--- src/rtl/cache_refill_responder_if.sv ---
// Refill bus between the I-cache controller and the memory-side responder,
// including the word-wide synchronous SRAM read port.
interface cache_refill_responder_if #(
  parameter int ADDR_WIDTH     = 32,
  parameter int WORD_WIDTH     = 32,
  parameter int WORDS_PER_LINE = 4
);
  logic                                 mem_req;
  logic [ADDR_WIDTH-1:0]                mem_addr;
  logic                                 mem_ready;
  logic [WORD_WIDTH*WORDS_PER_LINE-1:0] mem_line;
  logic                                 busy;
  logic                                 sram_en;
  logic [ADDR_WIDTH-1:0]                sram_addr;
  logic [WORD_WIDTH-1:0]                sram_rdata;

  modport master (
    output mem_req, mem_addr, sram_rdata,
    input  mem_ready, mem_line, busy, sram_en, sram_addr
  );

  modport slave (
    input  mem_req, mem_addr, sram_rdata,
    output mem_ready, mem_line, busy, sram_en, sram_addr
  );
endinterface

--- src/rtl/cache_refill_responder.sv ---
// Memory-side I-cache refill responder: fixed wait states, then one SRAM read per
// beat, assembling a full line that is returned with a single-cycle mem_ready.
module cache_refill_responder #(
  parameter int ADDR_WIDTH     = 32,
  parameter int WORD_WIDTH     = 32,
  parameter int WORDS_PER_LINE = 4,
  parameter int WAIT_CYCLES    = 2
) (
  input  logic                     clk,
  input  logic                     rst,
  cache_refill_responder_if.slave  bus
);
  localparam int BYTES       = WORD_WIDTH / 8;
  localparam int OFFSET_BITS = $clog2(WORDS_PER_LINE * BYTES);
  localparam int LINE_W      = WORD_WIDTH * WORDS_PER_LINE;
  localparam int CNT_W       = $clog2(WORDS_PER_LINE + 1);
  localparam int WAIT_W      = (WAIT_CYCLES > 1) ? $clog2(WAIT_CYCLES) : 1;

  localparam logic [WAIT_W-1:0] WAIT_LAST = WAIT_W'((WAIT_CYCLES > 0) ? WAIT_CYCLES - 1 : 0);
  localparam logic [CNT_W-1:0]  LAST_WORD = CNT_W'(WORDS_PER_LINE - 1);
  localparam logic [CNT_W-1:0]  NUM_WORDS = CNT_W'(WORDS_PER_LINE);

  typedef enum logic [1:0] {S_IDLE, S_WAIT, S_READ, S_RESP} state_t;

  state_t                state, state_next;
  logic [ADDR_WIDTH-1:0] base;
  logic [WAIT_W-1:0]     wait_cnt;
  logic [CNT_W-1:0]      issue_cnt;
  logic [CNT_W-1:0]      cap_cnt;
  logic                  vld_p1;
  logic [LINE_W-1:0]     line;
  logic                  sram_en;
  logic                  mem_ready;

  always_ff @(posedge clk) begin
    if (rst) state <= S_IDLE;
    else     state <= state_next;
  end

  always_comb begin
    state_next = state;
    sram_en    = 1'b0;
    mem_ready  = 1'b0;
    case (state)
      S_IDLE: if (bus.mem_req) state_next = (WAIT_CYCLES == 0) ? S_READ : S_WAIT;
      S_WAIT: if (wait_cnt == WAIT_LAST) state_next = S_READ;
      S_READ: begin
        // Issue until every beat is out; the cycle after the last issue only captures.
        sram_en = (issue_cnt != NUM_WORDS);
        if (vld_p1 && (cap_cnt == LAST_WORD)) state_next = S_RESP;
      end
      S_RESP: begin
        mem_ready  = 1'b1;
        state_next = S_IDLE;
      end
      default: state_next = S_IDLE;
    endcase
  end

  // Stage p0: issue address; stage p1: SRAM data returns and lands in its word slot.
  always_ff @(posedge clk) begin
    if (rst) begin
      base      <= '0;
      wait_cnt  <= '0;
      issue_cnt <= '0;
      cap_cnt   <= '0;
      vld_p1    <= 1'b0;
      line      <= '0;
    end else begin
      vld_p1 <= sram_en;
      case (state)
        S_IDLE: begin
          if (bus.mem_req) begin
            base      <= {bus.mem_addr[ADDR_WIDTH-1:OFFSET_BITS], {OFFSET_BITS{1'b0}}};
            wait_cnt  <= '0;
            issue_cnt <= '0;
            cap_cnt   <= '0;
          end
        end
        S_WAIT: wait_cnt <= wait_cnt + WAIT_W'(1);
        S_READ: begin
          if (sram_en) issue_cnt <= issue_cnt + CNT_W'(1);
          if (vld_p1) begin
            cap_cnt <= cap_cnt + CNT_W'(1);
            for (int k = 0; k < WORDS_PER_LINE; k++) begin
              if (cap_cnt == CNT_W'(k)) line[k*WORD_WIDTH +: WORD_WIDTH] <= bus.sram_rdata;
            end
          end
        end
        default: ;
      endcase
    end
  end

  // Aligned base plus beat offset never carries out of the line, so the top line cannot wrap.
  assign bus.sram_addr = sram_en ? (base + ADDR_WIDTH'(issue_cnt) * ADDR_WIDTH'(BYTES)) : '0;
  assign bus.sram_en   = sram_en;
  assign bus.mem_ready = mem_ready;
  assign bus.mem_line  = line;
  assign bus.busy      = (state != S_IDLE);
endmodule
--- src/flat_wrapper.sv ---
// flat-port wrapper written by rule: the top's interface ports become plain ports
module cache_refill_responder_flat 
#(
  parameter int ADDR_WIDTH     = 32,
  parameter int WORD_WIDTH     = 32,
  parameter int WORDS_PER_LINE = 4,
  parameter int WAIT_CYCLES    = 2
)
  (clk, rst, bus_mem_req, bus_mem_addr, bus_sram_rdata, bus_mem_ready, bus_mem_line, bus_busy, bus_sram_en, bus_sram_addr);
  cache_refill_responder_if #(.ADDR_WIDTH(ADDR_WIDTH), .WORD_WIDTH(WORD_WIDTH), .WORDS_PER_LINE(WORDS_PER_LINE)) bus_i ();
  input  logic clk;
  input  logic rst;
  input wire logic [$bits(bus_i.mem_req)-1:0] bus_mem_req;
  input wire logic [$bits(bus_i.mem_addr)-1:0] bus_mem_addr;
  input wire logic [$bits(bus_i.sram_rdata)-1:0] bus_sram_rdata;
  output wire logic [$bits(bus_i.mem_ready)-1:0] bus_mem_ready;
  output wire logic [$bits(bus_i.mem_line)-1:0] bus_mem_line;
  output wire logic [$bits(bus_i.busy)-1:0] bus_busy;
  output wire logic [$bits(bus_i.sram_en)-1:0] bus_sram_en;
  output wire logic [$bits(bus_i.sram_addr)-1:0] bus_sram_addr;
  assign bus_i.mem_req = bus_mem_req;
  assign bus_i.mem_addr = bus_mem_addr;
  assign bus_i.sram_rdata = bus_sram_rdata;
  assign bus_mem_ready = bus_i.mem_ready;
  assign bus_mem_line = bus_i.mem_line;
  assign bus_busy = bus_i.busy;
  assign bus_sram_en = bus_i.sram_en;
  assign bus_sram_addr = bus_i.sram_addr;
  cache_refill_responder #(.ADDR_WIDTH(ADDR_WIDTH), .WORD_WIDTH(WORD_WIDTH), .WORDS_PER_LINE(WORDS_PER_LINE), .WAIT_CYCLES(WAIT_CYCLES)) u_core (.clk(clk), .rst(rst), .bus(bus_i));
endmodule
--- config.mk ---
export PLATFORM = sky130hd
export DESIGN_NAME = cache_refill_responder_flat
export DESIGN_NICKNAME = d
export VERILOG_FILES = /design/src/rtl/cache_refill_responder_if.sv /design/src/rtl/cache_refill_responder.sv /design/src/flat_wrapper.sv
export SDC_FILE = /design/constraint.sdc
export NUM_CORES = 1
export LEC_CHECK = 0
export ABC_AREA = 1
export BUFFER_PORTS_ARGS = -buffer_cell sky130_fd_sc_hd__buf_2
export CORE_MARGIN = 2
export CORE_UTILIZATION = 51
export CTS_CLUSTER_SIZE = 25
export DETAILED_ROUTE_END_ITERATION = 12
export GPL_ROUTABILITY_DRIVEN = 0
export HOLD_SLACK_MARGIN = 0.08
export PLACE_DENSITY = 0.77
export SYNTH_ARGS = -nofsm -noshare
export SYNTH_HDL_FRONTEND = slang
export SYNTH_SLANG_ARGS = --single-unit
--- constraint.sdc ---
create_clock -name clk -period 2 [get_ports clk]
set_input_delay 0 -clock clk [delete_from_list [all_inputs] [get_ports clk]]
set_output_delay 0 -clock clk [all_outputs]
set_load 0.005 [all_outputs]
# [Word level (Yosys, flattened, before mapping)]
# Index checks and enable logic that the tools add are counted.
# W data, S select, Z words.
[totals] reg_bits=166 latch_bits=0 mem_bits_rw=0 rom_bits=0 out_inout_bits=163 word_cells=55 memories=0
[classes] add_sub_neg=4 n_mul=0 n_div=0 magnitude_cmp=0 eq_ne=12 shifts=0 mux=14 n_bitwise=0 n_reduce_logical=15
[ops] operator="$add A32 B5 Y32" count=1
[ops] operator="$mux W32" count=1
[ops] operator="$reduce_and A3 Y1" count=7
[ops] operator="$pmux W3 S2" count=2
[ops] operator="$mux W3" count=3
[ops] operator="$ne A2 B1 Y1 const B" count=4
[ops] operator="$pmux W2 S4" count=1
[ops] operator="$add A3 B1 Y3 const B" count=2
[ops] operator="$eq A3 B2 Y1 const B" count=2
[ops] operator="$mux W2" count=3
[ops] operator="$reduce_bool A2 Y1" count=3
[ops] operator="$eq A2 B2 Y1 const B" count=2
[ops] operator="$reduce_and A2 Y1" count=2
[ops] operator="$eq A3 B1 Y1 const B" count=1
[ops] operator="$logic_not A3 Y1" count=1
[ops] operator="$mux W1" count=3
[ops] operator="$ne A3 B3 Y1 const B" count=1
[ops] operator="$eq A2 B1 Y1 const B" count=1
[ops] operator="$logic_not A2 Y1" count=1
[ops] operator="$ne A2 B2 Y1 const B" count=1
[ops] operator="$pmux W1 S2" count=1
[ops] operator="$add A1 B1 Y1 const B" count=1
[ops] operator="$logic_and A1 B1 Y1" count=1

# [Depth between registers and ports, before layout]
# Gate-level depths: netlist of run 1.
[depth] ltp_word=4 depth_mapped=10 ltp_nobuf=9

# [Least setup slack after synthesis of run 1]
# No wires, ideal clock.
[synth_path] path_kind="flip-flop to flip-flop" from="reg u_core.state[0]" to="reg u_core.cap_cnt[2]" setup_time_ps=119 arrival_time_ps=1363 t_required_ps=1881 path_slack_ps=517 path_stages_with_launch=10 cell_sequence="dfxtp_1 > inv_1 > ha_1 > buf_4 > inv_1 > nand2_1 > a21oi_1 > inv_1 > o21ai_0 > a21oi_1"
[synth_between] elab_chain_cells=3 word_cells_on_any_way=7 cone_classes="eq/ne (3); mux (1); reduce/logical (3)"
[synth_lines] item="from (decl)" line="cache_refill_responder.sv:25" rtl="state_t state, state_next;"
[synth_lines] item="from (signal assigned)" line="cache_refill_responder.sv:37" rtl="else state <= state_next;"
[synth_lines] item="$eq A2 B2 Y1 or $logic_not A2 Y1 (tied branches)" line="cache_refill_responder.sv:71" rtl="case (state)"
[synth_lines] item="$ne A2 B1 Y1 (no source line) (tied with other cells)"
[synth_lines] item="$reduce_and A3 Y1 (no source line)"
[synth_lines] item="to (signal assigned)" line="cache_refill_responder.sv:84" rtl="cap_cnt <= cap_cnt + CNT_W'(1);"
[synth_lines] item="to (decl)" line="cache_refill_responder.sv:29" rtl="logic [CNT_W-1:0] cap_cnt;"
# Parallel ways exist; a longest one is shown, timed or not.
# A chain may end at the register's enable or synchronous reset.

# [Final worst setup path of run 1]
[layout_path] from="reg u_core.issue_cnt[2]" to="out bus_sram_addr[23]"
[layout_between] elab_chain_cells=3 word_cells_on_any_way=4 cone_classes="add/sub (1); eq/ne (1); mux (2)"
[layout_lines] item="from (decl)" line="cache_refill_responder.sv:28" rtl="logic [CNT_W-1:0] issue_cnt;"
[layout_lines] item="from (signal assigned)" line="cache_refill_responder.sv:82" rtl="if (sram_en) issue_cnt <= issue_cnt + CNT_W'(1);"
[layout_lines] item="parallel branches: the longest is 2 deep, another holds $add A32 B5 Y32"
[layout_lines] item="$mux W32 (*)" line="cache_refill_responder.sv:96" rtl="assign bus.sram_addr = sram_en ? (base + ADDR_WIDTH'(issue_cnt) * ADDR_WIDTH'(BYTES)) : '0;"
[layout_lines] item="to (decl)" line="flat_wrapper.sv:20" rtl="output wire logic [$bits(bus_i.sram_addr)-1:0] bus_sram_addr;"
# Mark *: on every way between the ends.

==> results of run 1 <==
worst max-delay path, stage by stage (launching register included):
cell and delay, ns:
dfxtp_4 0.37, ha_2 0.20, nand2_2 0.07, nor2_4 0.21
nand2_4 0.11, nor2_4 0.20, nand3_1 0.10, nand2_1 0.07
nor2_1 0.04, buf_2 0.12
registers in the layout, indices dropped and copies added, names as in the netlist:
register / cells
u_core.state: 2
u_core.cap_cnt: 3
u_core.base: 28
u_core.wait_cnt: 1
u_core.issue_cnt: 3
u_core.vld_p1: 1
u_core.bus.mem_line: 128
repair_timing:
item	4_1_cts	5_1_grt
buffers inserted	0	3
pin swaps	0	4
gates resized for setup	1	10
endpoints found under the hold margin	161	0
hold buffers	62	0
endpoints found under the setup margin	1	19
synthesized netlist by cell type (9+ instances only):
library cell / number
o21ai_0: 148
nand2_1: 75
ha_1: 14
nand3_1: 11
o21ai_1: 19
buf_6: 9
inv_1: 61
a21oi_1: 58
nor2_1: 308
clkbuf_1: 31
dfxtp_1: 166
through the flow:
stage          worst slack (ns)  std cells
4_1_cts                0.008753       1416
6_report                0.08269       1419
3_5_place_dp             0.3021       1323
5_1_grt                -0.01411       1419
2_1_floorplan            0.5172        955
3_3_place_gp             0.3611       1323
how the worst min path moves through the flow:
stage	cells after the start	start	slack, ns	to
2_1_floorplan	1	rst	0.07	u_core.cap_cnt[1]$_SDFFE_PP0P_
3_3_place_gp	3	bus_mem_addr[21]	0.25	u_core.base[21]$_SDFFE_PP0P_
3_5_place_dp	2	rst	0.26	u_core.cap_cnt[1]$_SDFFE_PP0P_
4_1_cts	3	rst	0.34	u_core.cap_cnt[1]$_SDFFE_PP0P_
5_1_grt	3	rst	0.36	u_core.cap_cnt[1]$_SDFFE_PP0P_
6_report	3	rst	0.36	u_core.cap_cnt[1]$_SDFFE_PP0P_
layout make-up:
cell class | count | area [um2] | share of cell area, %
Clock buffer | 18 | 429.2 | 4.536
Multi-Input combinational cell | 671 | 3132 | 33.10
Sequential cell | 166 | 3328 | 35.18
Clock inverter | 13 | 123.9 | 1.309
Timing Repair Buffer | 308 | 1972 | 20.84
Tap cell | 176 | 220.2 | 2.328
Inverter | 67 | 255.2 | 2.698
where the power goes:
| group | switching [mW] | leakage (nW) | total [mW] | internal [mW] |
|---|---|---|---|---|
| Combinational | 0.950 | 2.61 | 1.64 | 0.690 |
| Clock | 1.37 | 0.269 | 3.09 | 1.72 |
| Sequential | 0.273 | 1.35 | 3.84 | 3.56 |
cell families after synthesis:
kind of cell	count (synthesis)	share of synthesized area, %
and+or+nand+nor	423	25.03
AOI/OAI and AO/OA	229	16.59
DFF	166	47.79
buffers and inverters	118	7.647
adders and majority gates	14	2.519
xor gates and xnor gates	3	0.3779
other	1	0.05392
metal layers:
layer  global-route usage, %  up-vias  part of all wire, %
met5                       0        -                    0
met4                   10.90        0                  3.0
met3                   10.00       56                  8.1
met2                   48.48      282                   49
met1                   32.05     3225                   40
li1                        -     3588                    -
==> run metrics, run 1 <==
Worst Path Required=2.00 ns; Area Overhead vs Synth=36.04%; Pwr Density=906.0 nW/um2; clk_lat worst skew=0.43 ns; initial antenna violation count=0; EDFF count, synth=0; dpl hpwl=13570 um; CP arrival=1.92 ns; Fin Hold WS=0.3582 ns; Die ar.=14590 um2; sequential share of the synthesized area=47.79%; setup TNS=0 ns; IO Count=230; Placed Area=8228 um2; RR Endpoint=u_core.bus.mem_line[2]$_SDFFE_PP0P_; post-layout instance area=9460 um2; Netlist cell types=32; synthesized area per cell=7.289 um2; cell taking the most area after synthesis=dfxtp_1; Critical Path Start Type=register; Leakage=4.226 nW; CP startpoint=u_core.issue_cnt[2]$_SDFFE_PP0P_; largest net degree at the start of global routing=96; GRT overflow=0; Core Box Area=13300 um2; Layout Nets=1312; TritonCTS Buffers=17; clock-pin slew on the worst setup and hold paths=0.07 ns; CTS tree=yes; number of global-route vias before repair=6927; post-synthesis sequential element count=166; Design Power=8.571 mW; commonest cells after routing, fill and taps aside=nor2_1 (306), buf_2 (223), dfxtp_1 (164); starting density of the core=52.31%; Port Buffers=223; Hold Path Class=input port to register; TritonRoute pass-1 iters=6; total number of vias=7151; diodes inserted=0; fin util=71.16%; Die W=120.8 um; Die H=120.8 um; H-tree levels=4; Final min period=1.917 ns; status=finished, final reports clean; DR vias/cell=5.039; Cells after Synth=954; Worst setup EP type=primary output; Rows=42; synth top area cells=dfxtp_1 (48%), nor2_1 (17%), o21ai_0 (11%), a21oi_1 (4.2%), nand2_1 (4.0%); Final Max Slew Viols=0; fraction of layout cells with a size suffix above 1=25.02%; asr flop ratio synth=0%; Synth Warn #=0; Clock Sinks=166; drt total wl=20410 um; CP Max Fanout=6; CP Class=register to primary output; Fill cells=1069; Reg2Reg Depth=8; clock root cell=clkbuf_16; drt initial violations=564; Final Setup Violations=0; GR Util All Layers=28.23%; Final Hold Vio Count=0; Clock Skew=0.009260 ns; Yosys top cell area share=47.79%; Primary FF master, synth=dfxtp_1; wire per inst=14.38 um; VDD IR-drop max=668.4 uV; commonest non-fill, non-tap cell in the layout=nor2_1; crit path capture=bus_sram_addr[23]; CTS max path bufs=2; r2r setup slk=0.35 ns; drt drc=0; first-pass GRT wire length=32570 um; Fmax achieved=521.6 MHz; worst r2r src=u_core.state[0]$_SDFFE_PP0P_; mapped cell area=6954 um2; Final ANT Viol Nets=0; fin crit share=95.87%; max_cap viols=0
Note: power is estimated with default switching activity, not from simulation.
==> run 2, diff against run 1 <==
--- a/config.mk
+++ b/config.mk
@@ -7,13 +7,16 @@
 export LEC_CHECK = 0
 export ABC_AREA = 1
 export BUFFER_PORTS_ARGS = -buffer_cell sky130_fd_sc_hd__buf_2
+export CELL_PAD_IN_SITES_DETAIL_PLACEMENT = 0
+export CELL_PAD_IN_SITES_GLOBAL_PLACEMENT = 1
 export CORE_MARGIN = 2
-export CORE_UTILIZATION = 51
+export CORE_UTILIZATION = 35
 export CTS_CLUSTER_SIZE = 25
 export DETAILED_ROUTE_END_ITERATION = 12
 export GPL_ROUTABILITY_DRIVEN = 0
 export HOLD_SLACK_MARGIN = 0.08
-export PLACE_DENSITY = 0.77
+export PLACE_DENSITY = 0.75
+export REMOVE_ABC_BUFFERS = 1
 export SYNTH_ARGS = -nofsm -noshare
 export SYNTH_HDL_FRONTEND = slang
 export SYNTH_SLANG_ARGS = --single-unit
==> run 2 against run 1 <==
Against the previous run:
- global-route usage shrank 7.8 points
- largest power group unchanged
- via count fell by 3.2%
- wire length is 6.2% higher
- sequential cell count did not move
- critical path type unchanged
- maximum frequency increased by 1.9%
- highest routed layer unchanged
==> run metrics, run 2 (same netlist as run 1, synthesis figures left out) <==
max FFs per register=128 (unchanged); internal power=6.063 mW (+1.5%); fin util=49.90% (-21 points); Core Box Area=19460 um2 (+46%); initial antenna violation count=0 (unchanged); Critical Path Start Type=register; switch share=31.63% (+1.4 points); Final Max Slew Viols=0 (unchanged); Clock Sinks=166 (unchanged); Rows=51 (+21%); largest net degree at the start of global routing=65 (-32%); clock-pin slew on the worst setup and hold paths=0.07 ns (about the same); clock root cell=clkbuf_16; setup TNS=0 ns (unchanged); register share of total power=43.1% (-1.7 points); Fill cells=1979 (+85%); status=finished, final reports clean; GRT overflow=0 (unchanged); Hold Path Class=input port to register; clk_lat worst skew=0.44 ns (about the same); DR vias/cell=4.582 (-9.1%); VDD IR-drop max=579.2 uV (-13%); Combinational Power Share=18.5% (-0.6 points); TritonRoute pass-1 iters=4 (-2); Critical Path Max Stage Delay=0.37 ns (about the same); diodes inserted=0 (unchanged); first-pass GRT wire length=34740 um (+6.7%); Design Power=8.869 mW (+3.5%); commonest cells after routing, fill and taps aside=nor2_1 (306), buf_2 (223), dfxtp_1 (164); non-filler instance count after layout=1511 (+6.5%); Placed Cells=1412 (+6.7%); wire per inst=14.34 um (-0.27%); GR Util All Layers=20.42% (-7.8 points); Final min period=1.882 ns (-0.03524 ns); Clock Skew=0.02021 ns (+0.01095 ns); Worst Tran Pin Value=0.5909 ns; Layout Nets=1314 (+0.15%); fraction of layout cells with a size suffix above 1=25.28% (+0.26 points); dpl hpwl=14450 um (+6.5%); slew margin rel.=60.56%; RSZ-0062 raised after global routing=true; drt total wl=21670 um (+6.2%); Fmax achieved=531.3 MHz (+1.9%); IO Count=230 (unchanged); Placed Area=8389 um2 (+2.0%); crit path cell chain=ha_2, nand2_2, nor2_4, nand2_4, nor2_4, nor2_1, nor2_1, buf_2; Worst setup EP type=primary output; slowest cell on the critical path=dfxtp_4; Die ar.=21010 um2 (+44%); sw power=2.806 mW (+8.1%); Die W=145.0 um (+20%); Final Hold Vio Count=0 (unchanged); drt initial violations=250 (-56%); Worst Path Required=2.00 ns (about the same); Final Setup Violations=0 (unchanged); CTS tree=yes; starting density of the core=35.73% (-17 points); Pwr Density=913.2 nW/um2 (+0.80%); Port Buffers=223 (unchanged); fin crit share=94.10% (-1.8 points); Area Overhead vs Synth=39.65%; H-tree levels=4 (unchanged); CP arrival=1.88 ns (-0.04 ns); CP Max Fanout=6 (unchanged); CTS max path bufs=2 (unchanged); max_cap viols=0 (unchanged); commonest non-fill, non-tap cell in the layout=nor2_1; number of global-route vias before repair=6759 (-2.4%); drt drc=0 (unchanged); CP Class=register to primary output; post-layout instance area=9712 um2 (+2.7%); Die H=145.0 um (+20%); Clk pwr share=38.4% (+2.3 points); total number of vias=6923 (-3.2%); Final ANT Viol Nets=0 (unchanged); TritonCTS Buffers=17 (unchanged); Leakage=4.287 nW (+1.4%)
==> run 2: worst paths after layout <==
| path | end | cells past startpoint | slack [ns] | from |
|---|---|---|---|---|
| setup / recovery | bus_sram_addr[19] | 8 | 0.12 | u_core.issue_cnt[2]$_SDFFE_PP0P_ |
| hold reg to reg | u_core.bus.mem_line[119]$_SDFFE_PP0P_ | 2 | 0.44 | u_core.bus.mem_line[119]$_SDFFE_PP0P_ |
| setup reg to reg | u_core.cap_cnt[2]$_SDFFE_PP0P_ | 9 | 0.30 | u_core.state[0]$_SDFFE_PP0P_ |
| hold / removal | u_core.cap_cnt[1]$_SDFFE_PP0P_ | 3 | 0.36 | rst |
==> run 2: layout make-up <==
class	count	area, um2	area share (%)
timing repair buffer	310	2041	21.01
multi-input combinational	671	3128	32.21
sequential	166	3328	34.27
tap	265	331.6	3.414
inverter	67	260.3	2.680
clock buffer	17	425.4	4.380
clock inverter	15	197.7	2.036
==> run 2: repair_timing <==
action                                  CTS  global route
resized for setup                         4            11
buffers inserted                          1             4
hold buffers                             62             0
endpoints found under the setup margin   16            17
hold endpoints to repair                161             0
pin swaps                                 1             8
==> run 2: metal layers <==
| layer | up-vias | track usage [%] | part of all wire [%] |
|---|---|---|---|
| met4 | 0 | 5.990 | 1.5 |
| li1 | 3594 | - | - |
| met2 | 190 | 34.05 | 46 |
| met1 | 3116 | 24.78 | 44 |
| met5 | - | 0 | 0 |
| met3 | 23 | 7.296 | 8.0 |
==> run 2: through the flow <==
stage               hold WS, ns  setup slack [ns]
finish                   0.3583            0.1179
global route             0.3642         -0.004605
CTS                      0.3422           0.01384
detailed placement       0.2503            0.2789
global placement         0.2488            0.3281
floorplan               0.06907           -0.2525
==> run 2: critical path: cells and delay by family, from the launching register on <==
kind	cells	cell delay, ns
fa+ha+maj	1	0.20
simple gates	6	0.75
buf+inv	1	0.14
flops	1	0.37
==> run 2: power by group through the flow <==
stage          Sequential (mW)  Combinational, mW  Clock [mW]
4_1_cts                   3.82               1.63        3.50
6_report                  3.82               1.64        3.40
3_5_place_dp              3.89               1.52           0
3_3_place_gp              3.89               1.50           0
5_1_grt                   3.87               1.89        3.63
2_1_floorplan             3.83              0.943           0
